<file path="src/rtl/seq_pkg.sv">
// Shared definitions for the multicycle sequencer: FSM state encoding,
// the opcodes the sequencer recognises, fault cause codes and the reset
// value of the instruction register.
package seq_pkg;

  typedef enum logic [2:0] {
    IDLE       = 3'd0,
    FETCH_REQ  = 3'd1,
    FETCH_WAIT = 3'd2,
    EXECUTE    = 3'd3,
    MEM_REQ    = 3'd4,
    MEM_WAIT   = 3'd5,
    WRITEBACK  = 3'd6,
    FAULT      = 3'd7
  } state_t;

  localparam logic [6:0] OP_REG   = 7'b0110011;
  localparam logic [6:0] OP_IMM   = 7'b0010011;
  localparam logic [6:0] OP_JALR  = 7'b1100111;
  localparam logic [6:0] OP_LUI   = 7'b0110111;
  localparam logic [6:0] OP_AUIPC = 7'b0010111;
  localparam logic [6:0] OP_JAL   = 7'b1101111;
  localparam logic [6:0] OP_LOAD  = 7'b0000011;
  localparam logic [6:0] OP_STORE = 7'b0100011;

  localparam logic [1:0] CAUSE_NONE        = 2'd0;
  localparam logic [1:0] CAUSE_BUS_TIMEOUT = 2'd1;
  localparam logic [1:0] CAUSE_ILLEGAL     = 2'd2;
  localparam logic [1:0] CAUSE_MISALIGNED  = 2'd3;

  // addi x0, x0, 0
  localparam logic [31:0] NOP = 32'h0000_0013;

  function automatic logic is_legal_opcode(input logic [6:0] op);
    return (op == OP_REG)  || (op == OP_IMM)   || (op == OP_JALR) ||
           (op == OP_LUI)  || (op == OP_AUIPC) || (op == OP_JAL)  ||
           (op == OP_LOAD) || (op == OP_STORE);
  endfunction

  function automatic logic is_mem_opcode(input logic [6:0] op);
    return (op == OP_LOAD) || (op == OP_STORE);
  endfunction

endpackage

</file>
<file path="src/rtl/bus_watchdog.sv">
// Bus wait watchdog. Loaded when a wait state is entered and counted down
// once per cycle spent waiting; 'expired' flags the last permitted wait
// cycle so the FSM can fault if no response shows up in that cycle.
// Ports:
//   clk, rst_n  clock, synchronous active-low reset
//   clear       reload (asserted on the cycle a request is accepted)
//   count       decrement (asserted while in a wait state)
//   expired     this wait cycle is the MEM_TIMEOUT-th one
module bus_watchdog #(
  parameter int MEM_TIMEOUT = 255
) (
  input  logic clk,
  input  logic rst_n,
  input  logic clear,
  input  logic count,
  output logic expired
);

  localparam int CW = $clog2(MEM_TIMEOUT + 1);
  // First wait cycle sees RELOAD; the MEM_TIMEOUT-th sees zero.
  localparam logic [CW-1:0] RELOAD = CW'(MEM_TIMEOUT - 1);

  logic [CW-1:0] remaining;

  always_ff @(posedge clk) begin
    if (!rst_n) begin
      remaining <= '0;
    end else if (clear) begin
      remaining <= RELOAD;
    end else if (count && (remaining != '0)) begin
      remaining <= remaining - CW'(1);
    end
  end

  assign expired = count && (remaining == '0);

endmodule

</file>
<file path="src/rtl/multicycle_sequencer.sv">
// Multicycle sequencer: steps a single-cycle decoder/datapath through
// fetch, execute, memory access and writeback, handling valid/ready
// handshakes to instruction and data memory and turning register writes
// and PC updates into single-cycle strobes. Faults are sticky until reset.
// Ports:
//   clk, rst_n                 clock, synchronous active-low reset
//   run                        start / continue execution
//   imem_req_*, imem_rsp_*     instruction memory handshake
//   imem_addr                  fetch address (= pc)
//   instruction                instruction register
//   pc, pc_next                current PC, next PC from datapath
//   dec_register_write_enable  decoder register write enable
//   dmem_req_*, dmem_rsp_valid data memory handshake
//   register_write_strobe      one-cycle register file write
//   halted, fault, fault_cause status
//   instret                    retired instruction count
//
// state      | meaning
// IDLE       | stopped, waiting for run
// FETCH_REQ  | instruction request held until accepted
// FETCH_WAIT | waiting for instruction data (watchdog running)
// EXECUTE    | decode/ALU settle cycle, opcode legality check
// MEM_REQ    | data request held until accepted
// MEM_WAIT   | waiting for load data / store ack (watchdog running)
// WRITEBACK  | retire: PC update, register write, alignment check
// FAULT      | sticky fault, left only by reset
module multicycle_sequencer #(
  parameter logic [31:0] RESET_PC    = 32'h0000_0000,
  parameter int          MEM_TIMEOUT = 255
) (
  input  logic        clk,
  input  logic        rst_n,
  input  logic        run,
  output logic        imem_req_valid,
  input  logic        imem_req_ready,
  output logic [31:0] imem_addr,
  input  logic        imem_rsp_valid,
  input  logic [31:0] imem_rsp_data,
  output logic [31:0] instruction,
  output logic [31:0] pc,
  input  logic [31:0] pc_next,
  input  logic        dec_register_write_enable,
  output logic        dmem_req_valid,
  input  logic        dmem_req_ready,
  output logic        dmem_req_write,
  input  logic        dmem_rsp_valid,
  output logic        register_write_strobe,
  output logic        halted,
  output logic        fault,
  output logic [1:0]  fault_cause,
  output logic [31:0] instret
);

  import seq_pkg::*;

  state_t      state, state_next;
  logic [6:0]  opcode;
  logic        misaligned;
  logic        wd_clear, wd_count, wd_expired;
  logic        load_instr, retire, set_cause;
  logic [1:0]  cause_next;

  assign opcode     = instruction[6:0];
  assign misaligned = (pc_next[1:0] != 2'b00);
  assign imem_addr  = pc;

  bus_watchdog #(
    .MEM_TIMEOUT (MEM_TIMEOUT)
  ) u_bus_watchdog (
    .clk     (clk),
    .rst_n   (rst_n),
    .clear   (wd_clear),
    .count   (wd_count),
    .expired (wd_expired)
  );

  always_ff @(posedge clk) begin
    if (!rst_n) begin
      state       <= IDLE;
      pc          <= RESET_PC;
      instruction <= NOP;
      instret     <= '0;
      fault_cause <= CAUSE_NONE;
    end else begin
      state <= state_next;
      if (load_instr) instruction <= imem_rsp_data;
      if (retire) begin
        pc      <= pc_next;
        instret <= instret + 32'd1;
      end
      if (set_cause) fault_cause <= cause_next;
    end
  end

  always_comb begin
    state_next            = state;
    imem_req_valid        = 1'b0;
    dmem_req_valid        = 1'b0;
    dmem_req_write        = 1'b0;
    register_write_strobe = 1'b0;
    halted                = 1'b0;
    fault                 = 1'b0;
    wd_clear              = 1'b0;
    wd_count              = 1'b0;
    load_instr            = 1'b0;
    retire                = 1'b0;
    set_cause             = 1'b0;
    cause_next            = CAUSE_NONE;

    case (state)
      IDLE: begin
        halted = 1'b1;
        if (run) state_next = FETCH_REQ;
      end

      FETCH_REQ: begin
        imem_req_valid = 1'b1;
        if (imem_req_ready) begin
          wd_clear   = 1'b1;
          state_next = FETCH_WAIT;
        end
      end

      FETCH_WAIT: begin
        wd_count = 1'b1;
        // A response on the limit cycle still counts.
        if (imem_rsp_valid) begin
          load_instr = 1'b1;
          state_next = EXECUTE;
        end else if (wd_expired) begin
          set_cause  = 1'b1;
          cause_next = CAUSE_BUS_TIMEOUT;
          state_next = FAULT;
        end
      end

      EXECUTE: begin
        if (!is_legal_opcode(opcode)) begin
          set_cause  = 1'b1;
          cause_next = CAUSE_ILLEGAL;
          state_next = FAULT;
        end else if (is_mem_opcode(opcode)) begin
          state_next = MEM_REQ;
        end else begin
          state_next = WRITEBACK;
        end
      end

      MEM_REQ: begin
        dmem_req_valid = 1'b1;
        dmem_req_write = (opcode == OP_STORE);
        if (dmem_req_ready) begin
          wd_clear   = 1'b1;
          state_next = MEM_WAIT;
        end
      end

      MEM_WAIT: begin
        wd_count = 1'b1;
        if (dmem_rsp_valid) begin
          state_next = WRITEBACK;
        end else if (wd_expired) begin
          set_cause  = 1'b1;
          cause_next = CAUSE_BUS_TIMEOUT;
          state_next = FAULT;
        end
      end

      WRITEBACK: begin
        // A misaligned target aborts the retire entirely: no write, no PC move.
        if (misaligned) begin
          set_cause  = 1'b1;
          cause_next = CAUSE_MISALIGNED;
          state_next = FAULT;
        end else begin
          retire                = 1'b1;
          register_write_strobe = dec_register_write_enable;
          state_next            = run ? FETCH_REQ : IDLE;
        end
      end

      FAULT: begin
        halted = 1'b1;
        fault  = 1'b1;
      end

      default: begin
        state_next = IDLE;
      end
    endcase
  end

endmodule

</file>
<file path="config.mk">
export PLATFORM = sky130hd
export DESIGN_NAME = multicycle_sequencer
export DESIGN_NICKNAME = d
export VERILOG_FILES = /design/src/rtl/seq_pkg.sv /design/src/rtl/bus_watchdog.sv /design/src/rtl/multicycle_sequencer.sv
export SDC_FILE = /design/constraint.sdc
export NUM_CORES = 1
export LEC_CHECK = 0
export CAP_MARGIN = 20
export CORE_MARGIN = 8
export CORE_UTILIZATION = 39
export CTS_BUF_LIST = sky130_fd_sc_hd__clkbuf_8
export CTS_CLUSTER_SIZE = 25
export DETAILED_ROUTE_END_ITERATION = 10
export PLACE_DENSITY_LB_ADDON = 0.25
export RECOVER_POWER = 50
export SETUP_SLACK_MARGIN = 0.3
export SYNTH_ARGS = -nofsm -noshare
export SYNTH_HDL_FRONTEND = slang
export SYNTH_SLANG_ARGS = --single-unit
export TNS_END_PERCENT = 10
</file>
<file path="constraint.sdc">
create_clock -name clk -period 1.92 [get_ports clk]
set_input_delay 0.192 -clock clk [delete_from_list [all_inputs] [get_ports clk]]
set_output_delay 0.192 -clock clk [all_outputs]
set_load 0.02 [all_outputs]
</file>
==> out/summary.log, run 1 <==
INFO  timing         min_period_over_period=100%
INFO  critical_path  critPathKind=flop to flop
INFO  synth          syn_nets=653
INFO  critical_path  worst_setup_path_start_kind=flop
INFO  synth          post_synthesis_instance_total=578
INFO  detailed_routing avgRoutedWirePerCell=15.7um
INFO  synth          yosys.area.top_type_share=46.8%
INFO  synth          synth_async_sr_flop_share=0%
INFO  detailed_routing vias_per_cell=5.00
INFO  timing         worst_pin_slew=532ps
INFO  pwr            leakagePower=2.45nW
INFO  synth          netlist_area=4660um^2
INFO  synth          yosys_most_used_dff=sky130_fd_sc_hd__dfxtp_1
INFO  die            coreArea=11900um^2
INFO  critical_path  worst_setup_path_end_kind=flop
INFO  die            ios=208
INFO  critical_path  reg2reg_setup_slack=-5ps
INFO  detailed_routing first_pass_iteration_count_of_the_detailed_router=4
INFO  pwr            post-layout-total-power=4.40mW
INFO  placed_design  portBuffers=207
INFO  timing         hold_violations=0
INFO  global_route   number_of_antenna_violations_at_the_first_check_in_global_routing=0
INFO  timing         final_slew_viol_count=0
INFO  timing         postLayoutSetupSlackWorst=-4.67ps
INFO  pwr            vdd_drop_max=0.401mV
INFO  placed_design  gp_congestion=0.802
INFO  detailed_routing ant_nets=0
INFO  timing         worst_clock_skew=16.2ps
INFO  die            row_count=40
INFO  detailed_routing post-route-drc-count=0
INFO  final_layout   syn_to_final_growth=48.4%
INFO  die            dieWidth=125um
INFO  clocking       number_of_levels_the_h_tree_was_split_into=3
INFO  critical_path  timing.critical_path.required=2170ps
INFO  critical_path  timing.critical_path.from=state[2]
INFO  clocking       root_buffer=sky130_fd_sc_hd__clkbuf_8
INFO  critical_path  timing.critical_path.slowest_stage_cell=sky130_fd_sc_hd__or3b_4
INFO  critical_path  cp_data_arrival_time=2180ps
INFO  run_status     violations=negative setup slack
INFO  final_layout   layout.nets=841
INFO  run_status     run_status=complete, but fails checks
INFO  critical_path  rr_worst_depth=7
INFO  synth          synthMostInstantiatedCell=sky130_fd_sc_hd__nand2_1
INFO  clocking       clkSlewWorstSetupHoldPaths=100ps
INFO  synth          synth_enable_flop_cells=0
INFO  placed_design  pre_cts_ws=-414ps
INFO  clocking       clk-insertion-delay-late=360ps
INFO  die            floorplan.initialDensity=39.3%
INFO  global_route   grtUsageTotal=17.6%
INFO  synth          yosysTopAreaCell=sky130_fd_sc_hd__dfxtp_1
INFO  final_layout   final_layout_size_suffix_gt1_share=10.5%
INFO  detailed_routing finalWirelength=14.4mm
INFO  hold_path      holdCritStartpoint=imem_rsp_data[27]
INFO  detailed_routing first_iter_violations=253
INFO  timing         min_tclk_post_route=1920ps
INFO  synth          yosysUniqueCellTypes=40
INFO  clocking       cts_num_sinks=109
INFO  synth          synth.top_cells.by_area=sky130_fd_sc_hd__dfxtp_1 47%, sky130_fd_sc_hd__nand2_1 12%, sky130_fd_sc_hd__a21oi_1 7.7%
INFO  synth          avgSynthCellArea=8.06um^2
INFO  synth          synth.cells.most_frequent=145 x sky130_fd_sc_hd__nand2_1, 109 x sky130_fd_sc_hd__dfxtp_1, 72 x sky130_fd_sc_hd__a21oi_1, 34 x sky130_fd_sc_hd__nor2_1, 33 x sky130_fd_sc_hd__buf_4
INFO  clocking       cts_buffer_depth=2
INFO  timing         max_clock_freq=520MHz
INFO  critical_path  crit_path_max_fanout=4
INFO  critical_path  timing.critical_path.cells=or3b_4, buf_6, nor4_4, buf_4, nand4_2, o21ai_0, a21oi_1
INFO  timing         max_slew_margin=64.5%
INFO  die            die_area=15700um^2
INFO  global_route   grt_first_pass_wirelength=23.0mm
INFO  hold_path      worst_hold_path_type=primary input to flop
INFO  synth          synth_warnings=0
INFO  synth          synth.ff_latch_count=109
INFO  hold_path      cell_depth_of_the_worst_min_delay_path=3
INFO  critical_path  critical_path.reg2reg.startpoint=state[2]
INFO  timing         rsz0062_at_grt=yes
INFO  final_layout   finalInstanceArea=6910um^2
INFO  run            cap_violations=0
INFO  placed_design  detailedPlacementHpwl=10.6mm
INFO  placed_design  dpl-instance-area=6830um^2
INFO  global_route   grt-ovfl-total=0
INFO  clocking       numCtsBuffers=9
INFO  clocking       hold_bufs_inserted_after_cts=0
INFO  global_route   first_global_vias=4508
INFO  detailed_routing detailroute.via_count=4593
INFO  final_layout   num_antenna_cells=0
INFO  critical_path  slowest_delay=420ps
INFO  synth          synth-seq-area-share=46.8%
INFO  clocking       clock_tree_from_tritoncts=yes
INFO  timing         setup-violations-final=1
INFO  pwr            power_density=636nW/um^2
INFO  global_route   grt_max_degree=51
INFO  die            die_h=125um
## cell families (layout without fill, tap and decap cells)
| group | count (synthesis) | after routing | synth area share [%] |
|---|---|---|---|
| adders and majority gates | 3 | 3 | 0.806 |
| AOI/OAI and AO/OA | 100 | 100 | 11.4 |
| and+or+nand+nor | 262 | 263 | 26.4 |
| DFF | 109 | 109 | 46.8 |
| buffers and inverters | 72 | 264 | 8.49 |
| xor gates and xnor gates | 31 | 31 | 5.83 |
| muxes | 1 | 1 | 0.242 |
## sequential cells by signal, indices dropped and copies added, names as in the netlist
name and flops:
fault_cause 2, imem_addr 32, instret 32, instruction 32, state 3, u_bus_watchdog.remaining 8
## cell usage in the layout (no fill, tap or decap), drive strengths merged, types with 2 or more instances in the layout
cell type	count
xor2	21
o31ai	2
inv	12
or3	5
buf	35
nand4b	2
a21oi	72
nand4	14
nand3	16
and3	8
or2	3
and4	6
nand2	145
a31oi	7
o21ai	13
xnor2	10
dfxtp	109
nor2b	2
ha	3
clkinv	2
nor2	34
and2	8
nor3	6
clkbuf	53
nand3b	2
nor4	7
clkdlybuf4s50	161
## repair_timing
action / in CTS / in global routing
pin swaps: 5 / 7
cloned: 1 / 0
setup endpoints to repair: 123 / 157
gates resized for setup: 29 / 75
setup buffers: 5 / 0
## worst max-delay path: cells and delay by family, from the launching register on
family	cells	cell delay [ps]
AO/OA/AOI/OAI	2	330
buffers and inverters	2	330
flip-flops	1	340
AND/OR/NAND/NOR	3	810
## through the flow
| step | TNS [ps] | hold slack [ps] | util, % | instances |
|---|---|---|---|---|
| 5_1_grt | -1950 | 361 | 58.3 | 918 |
| 6_report | -4.67 | 367 | 58.3 | 918 |
| 4_1_cts | 0 | 354 | 59.7 | 918 |
| 3_3_place_gp | -11670 | 441 | 57.6 | 896 |
| 2_1_floorplan | -455 | 316 | - | 578 |
| 3_5_place_dp | -13100 | 445 | 57.6 | 896 |
## metal layers
layer	share of wire (%)	up-vias	track usage (%)	routed length, um
li1	-	2278	-	-
met1	43	2128	20.3	6130
met2	48	173	29.4	6880
met3	8.4	14	7.31	1210
met4	1.3	0	4.73	194
met5	0	-	0	0
## where the power goes
| group | switching (mW) | internal (mW) |
|---|---|---|
| combinational | 0.362 | 0.400 |
| sequential | 0.0651 | 2.33 |
| clock | 0.747 | 0.495 |
| total | 1.17 | 3.22 |
## cell type report
cell class	instances	area (um^2)
clock buffer	10	138
clock inverter	6	32.5
fill	1094	4950
inverter	9	33.8
multi-input combinational	398	2230
sequential	109	2190
tap	147	184
timing repair buffer	239	2110
## path summary, 6_finish.rpt
kind | endpoint
worst min-delay path | instruction[27]
worst max register to register | instret[29]
worst min register to register | instruction[17]
worst max-delay path | instret[29]
Note: power is estimated with default switching activity, not from simulation.
==> run 2, diff against run 1 <==
==> constraint.sdc (replaced) <==
create_clock -name clk -period 1.7 [get_ports clk]
set_input_delay 0.17 -clock clk [delete_from_list [all_inputs] [get_ports clk]]
set_output_delay 0.17 -clock clk [all_outputs]
set_load 0.02 [all_outputs]
==> run 2 against run 1 <==
  * The flow still finishes with violations (negative setup slack)
  * Total power increased by 17%
  * Worst hold slack got worse by 30 ps
  * Flip-flop and latch count unchanged
  * Non-clock buffer count is 45 higher
  * Sequential share of layout area down 2.9 points
  * Critical path depth unchanged
  * Global-route usage rose by 1.6 points
  * Utilization increased by 6.3 points
  * Die area is the same
  * Wire length increased by 14%
  * Cell area up 11%
  * Clock skew decreased by 7.0 ps
==> out/summary.log, run 2 (same netlist as run 1, synthesis figures left out) <==
INFO  timing         final_slew_viol_count=0 [unchanged]
INFO  detailed_routing ant_nets=0 [unchanged]
INFO  die            dieWidth=125um [unchanged]
INFO  die            die_h=125um [unchanged]
INFO  run            cap_violations=0 [unchanged]
INFO  clocking       hold_bufs_inserted_after_cts=0 [unchanged]
INFO  global_route   grt_first_pass_wirelength=25.0mm [was 23.0 mm]
INFO  placed_design  portBuffers=207 [unchanged]
INFO  run_status     violations=negative setup slack [unchanged]
INFO  clocking       cts_buffer_depth=2 [unchanged]
INFO  timing         min_tclk_post_route=1830ps [was 1920 ps]
INFO  pwr            leakagePower=3.41nW [was 2.45 nW]
INFO  clocking       clk-insertion-delay-late=370ps [was 360 ps]
INFO  timing         setup-violations-final=28 [was 1]
INFO  timing         worst_clock_skew=9.22ps [was 16.2 ps]
INFO  die            floorplan.initialDensity=39.3% [unchanged]
INFO  timing         totalNegativeSetupSlack=-1400ps [was -4.67 ps]
INFO  critical_path  worst_setup_path_end_kind=flop [unchanged]
INFO  final_layout   layout_common_cells=113 x sky130_fd_sc_hd__nand2_1, 97 x sky130_fd_sc_hd__dfxtp_1, 79 x sky130_fd_sc_hd__clkbuf_1, 71 x sky130_fd_sc_hd__clkdlybuf4s50_1, 53 x sky130_fd_sc_hd__buf_4 [was 161 x sky130_fd_sc_hd__clkdlybuf4s50_1, 144 x sky130_fd_sc_hd__nand2_1, 105 x sky130_fd_sc_hd__dfxtp_1, 72 x sky130_fd_sc_hd__a21oi_1, 42 x sky130_fd_sc_hd__clkbuf_1]
INFO  placed_design  dpl-instance-area=7090um^2 [was 6830 um^2]
INFO  placed_design  gp_congestion=0.786 [was 0.802]
INFO  global_route   first_global_vias=4862 [was 4508]
INFO  detailed_routing vias_per_cell=5.02 [was 5.00]
INFO  timing         rsz0062_at_grt=yes [unchanged]
INFO  timing         min_period_over_period=108% [was 100%]
INFO  timing         hold_violations=0 [unchanged]
INFO  pwr            power_density=670nW/um^2 [was 636 nW/um^2]
INFO  detailed_routing first_pass_iteration_count_of_the_detailed_router=4 [unchanged]
INFO  final_layout   final_layout_size_suffix_gt1_share=27.8% [was 10.5%]
INFO  critical_path  crit_path_max_fanout=5 [was 4]
INFO  timing         worst_pin_slew=333ps [was 532 ps]
INFO  critical_path  critPathKind=flop to flop [unchanged]
INFO  die            row_count=40 [unchanged]
INFO  pwr            vdd_drop_max=0.438mV [was 0.401 mV]
INFO  timing         postLayoutSetupSlackWorst=-130ps [was -4.67 ps]
INFO  critical_path  cp_data_arrival_time=2140ps [was 2180 ps]
INFO  critical_path  timing.critical_path.required=2010ps [was 2170 ps]
INFO  die            coreArea=11900um^2 [unchanged]
INFO  die            ios=208 [unchanged]
INFO  clocking       cts_num_sinks=109 [unchanged]
INFO  final_layout   final_common_cell=sky130_fd_sc_hd__nand2_1 [was sky130_fd_sc_hd__clkdlybuf4s50_1]
INFO  timing         holdWs=337ps [was 367 ps]
INFO  detailed_routing detailroute.via_count=4829 [was 4593]
INFO  global_route   number_of_antenna_violations_at_the_first_check_in_global_routing=0 [unchanged]
INFO  detailed_routing post-route-drc-count=0 [unchanged]
INFO  clocking       number_of_levels_the_h_tree_was_split_into=3 [unchanged]
INFO  clocking       clock_tree_from_tritoncts=yes [unchanged]
INFO  die            die_area=15700um^2 [unchanged]
INFO  clocking       clkSlewWorstSetupHoldPaths=100ps [about the same]
INFO  final_layout   layout.nets=886 [was 841]
INFO  run_status     run_status=complete, but fails checks [unchanged]
INFO  global_route   grtUsageTotal=19.2% [was 17.6%]
INFO  detailed_routing finalWirelength=16.4mm [was 14.4 mm]
INFO  critical_path  worst_setup_path_start_kind=flop [unchanged]
INFO  timing         max_slew_margin=77.7% [was 64.5%]
INFO  hold_path      worst_hold_path_type=primary input to flop [unchanged]
INFO  global_route   grt_max_degree=52 [was 51]
INFO  clocking       root_buffer=sky130_fd_sc_hd__clkbuf_8 [unchanged]
INFO  final_layout   num_antenna_cells=0 [unchanged]
INFO  final_layout   finalInstanceArea=7660um^2 [was 6910 um^2]
INFO  timing         max_clock_freq=546MHz [was 520 MHz]
INFO  detailed_routing first_iter_violations=263 [was 253]
INFO  critical_path  reg2reg_setup_slack=-130ps [was -5 ps]
INFO  final_layout   syn_to_final_growth=64.3% [was 48.4%]
INFO  detailed_routing avgRoutedWirePerCell=17.0um [was 15.7 um]
INFO  global_route   grt-ovfl-total=0 [unchanged]
INFO  clocking       numCtsBuffers=9 [unchanged]
INFO  placed_design  detailedPlacementHpwl=11.0mm [was 10.6 mm]
run 2: changes by cell type in the layout (fill, tap and decap cells not counted), moves of 5 or more:
cell	change
sky130_fd_sc_hd__dfxtp_2	+8
sky130_fd_sc_hd__dlymetal6s2s_1	+39
sky130_fd_sc_hd__nand2_4	+14
sky130_fd_sc_hd__buf_6	+12
sky130_fd_sc_hd__a21oi_1	-30
sky130_fd_sc_hd__dfxtp_1	-8
sky130_fd_sc_hd__clkdlybuf4s50_1	-90
sky130_fd_sc_hd__buf_4	+32
sky130_fd_sc_hd__nand2_2	+17
sky130_fd_sc_hd__nand2_1	-31
sky130_fd_sc_hd__clkbuf_1	+37
sky130_fd_sc_hd__clkdlybuf4s15_1	+5
sky130_fd_sc_hd__a21oi_2	+30
run 2: routing by layer:
| metal | GRT usage (%) | vias to the layer above | routed length, um |
|---|---|---|---|
| met1 | 20.7 | 2287 | 6420 |
| met3 | 6.59 | 19 | 1080 |
| met2 | 34.9 | 152 | 8630 |
| li1 | - | 2371 | - |
| met5 | 0 | - | 0 |
| met4 | 5.16 | 0 | 236 |
run 2: final timing paths:
kind	from	endpoint	cells after the start
worst max-delay path	state[2]	instret[27]	7
worst min-delay path	imem_rsp_data[27]	instruction[27]	3
worst max register to register	state[2]	instret[27]	7
worst min register to register	instruction[19]	instruction[19]	2
run 2: per-stage QoR:
stage,cells,utilization [%],power [mW],setup WS (ps)
after global routing,961,64.5,5.37,-219
after global placement,925,59.7,3.56,-511
after floorplan,578,-,3.14,-298
final,961,64.5,5.13,-130
after CTS,954,65.5,5.05,-124
after detailed placement,925,59.7,3.59,-521
run 2: worst max-delay path: stages (launching register included):
cell,delay (ps)
sky130_fd_sc_hd__dfxtp_2,340
sky130_fd_sc_hd__or3b_4,410
sky130_fd_sc_hd__buf_6,150
sky130_fd_sc_hd__nor4_4,110
sky130_fd_sc_hd__buf_4,180
sky130_fd_sc_hd__nand4_4,100
sky130_fd_sc_hd__or3_4,350
sky130_fd_sc_hd__a21oi_2,130
run 2: power breakdown:
| part | switching [mW] | leakage (nW) | internal [mW] | total [mW] |
|---|---|---|---|---|
| registers | 0.0805 | 0.884 | 2.63 | 2.71 |
| logic | 0.514 | 2.44 | 0.571 | 1.09 |
| clock network | 0.827 | 0.0847 | 0.501 | 1.33 |
run 2: area by class of cell:
type                            instances  area, um^2
Clock buffer                            9         124
Sequential cell                       109        2200
Clock inverter                          5        23.8
Fill cell                            1016        4210
Timing Repair Buffer                  284        2440
Tap cell                              147         184
Inverter                                9        33.8
Multi-Input combinational cell        398        2660
run 2: repair_timing:
action | 4_1_cts | 5_1_grt
pin swaps | 65 | 35
resized for setup | 163 | 189
buffers inserted | 12 | 7
endpoints found under the setup margin | 245 | 242
gates cloned | 3 | 0
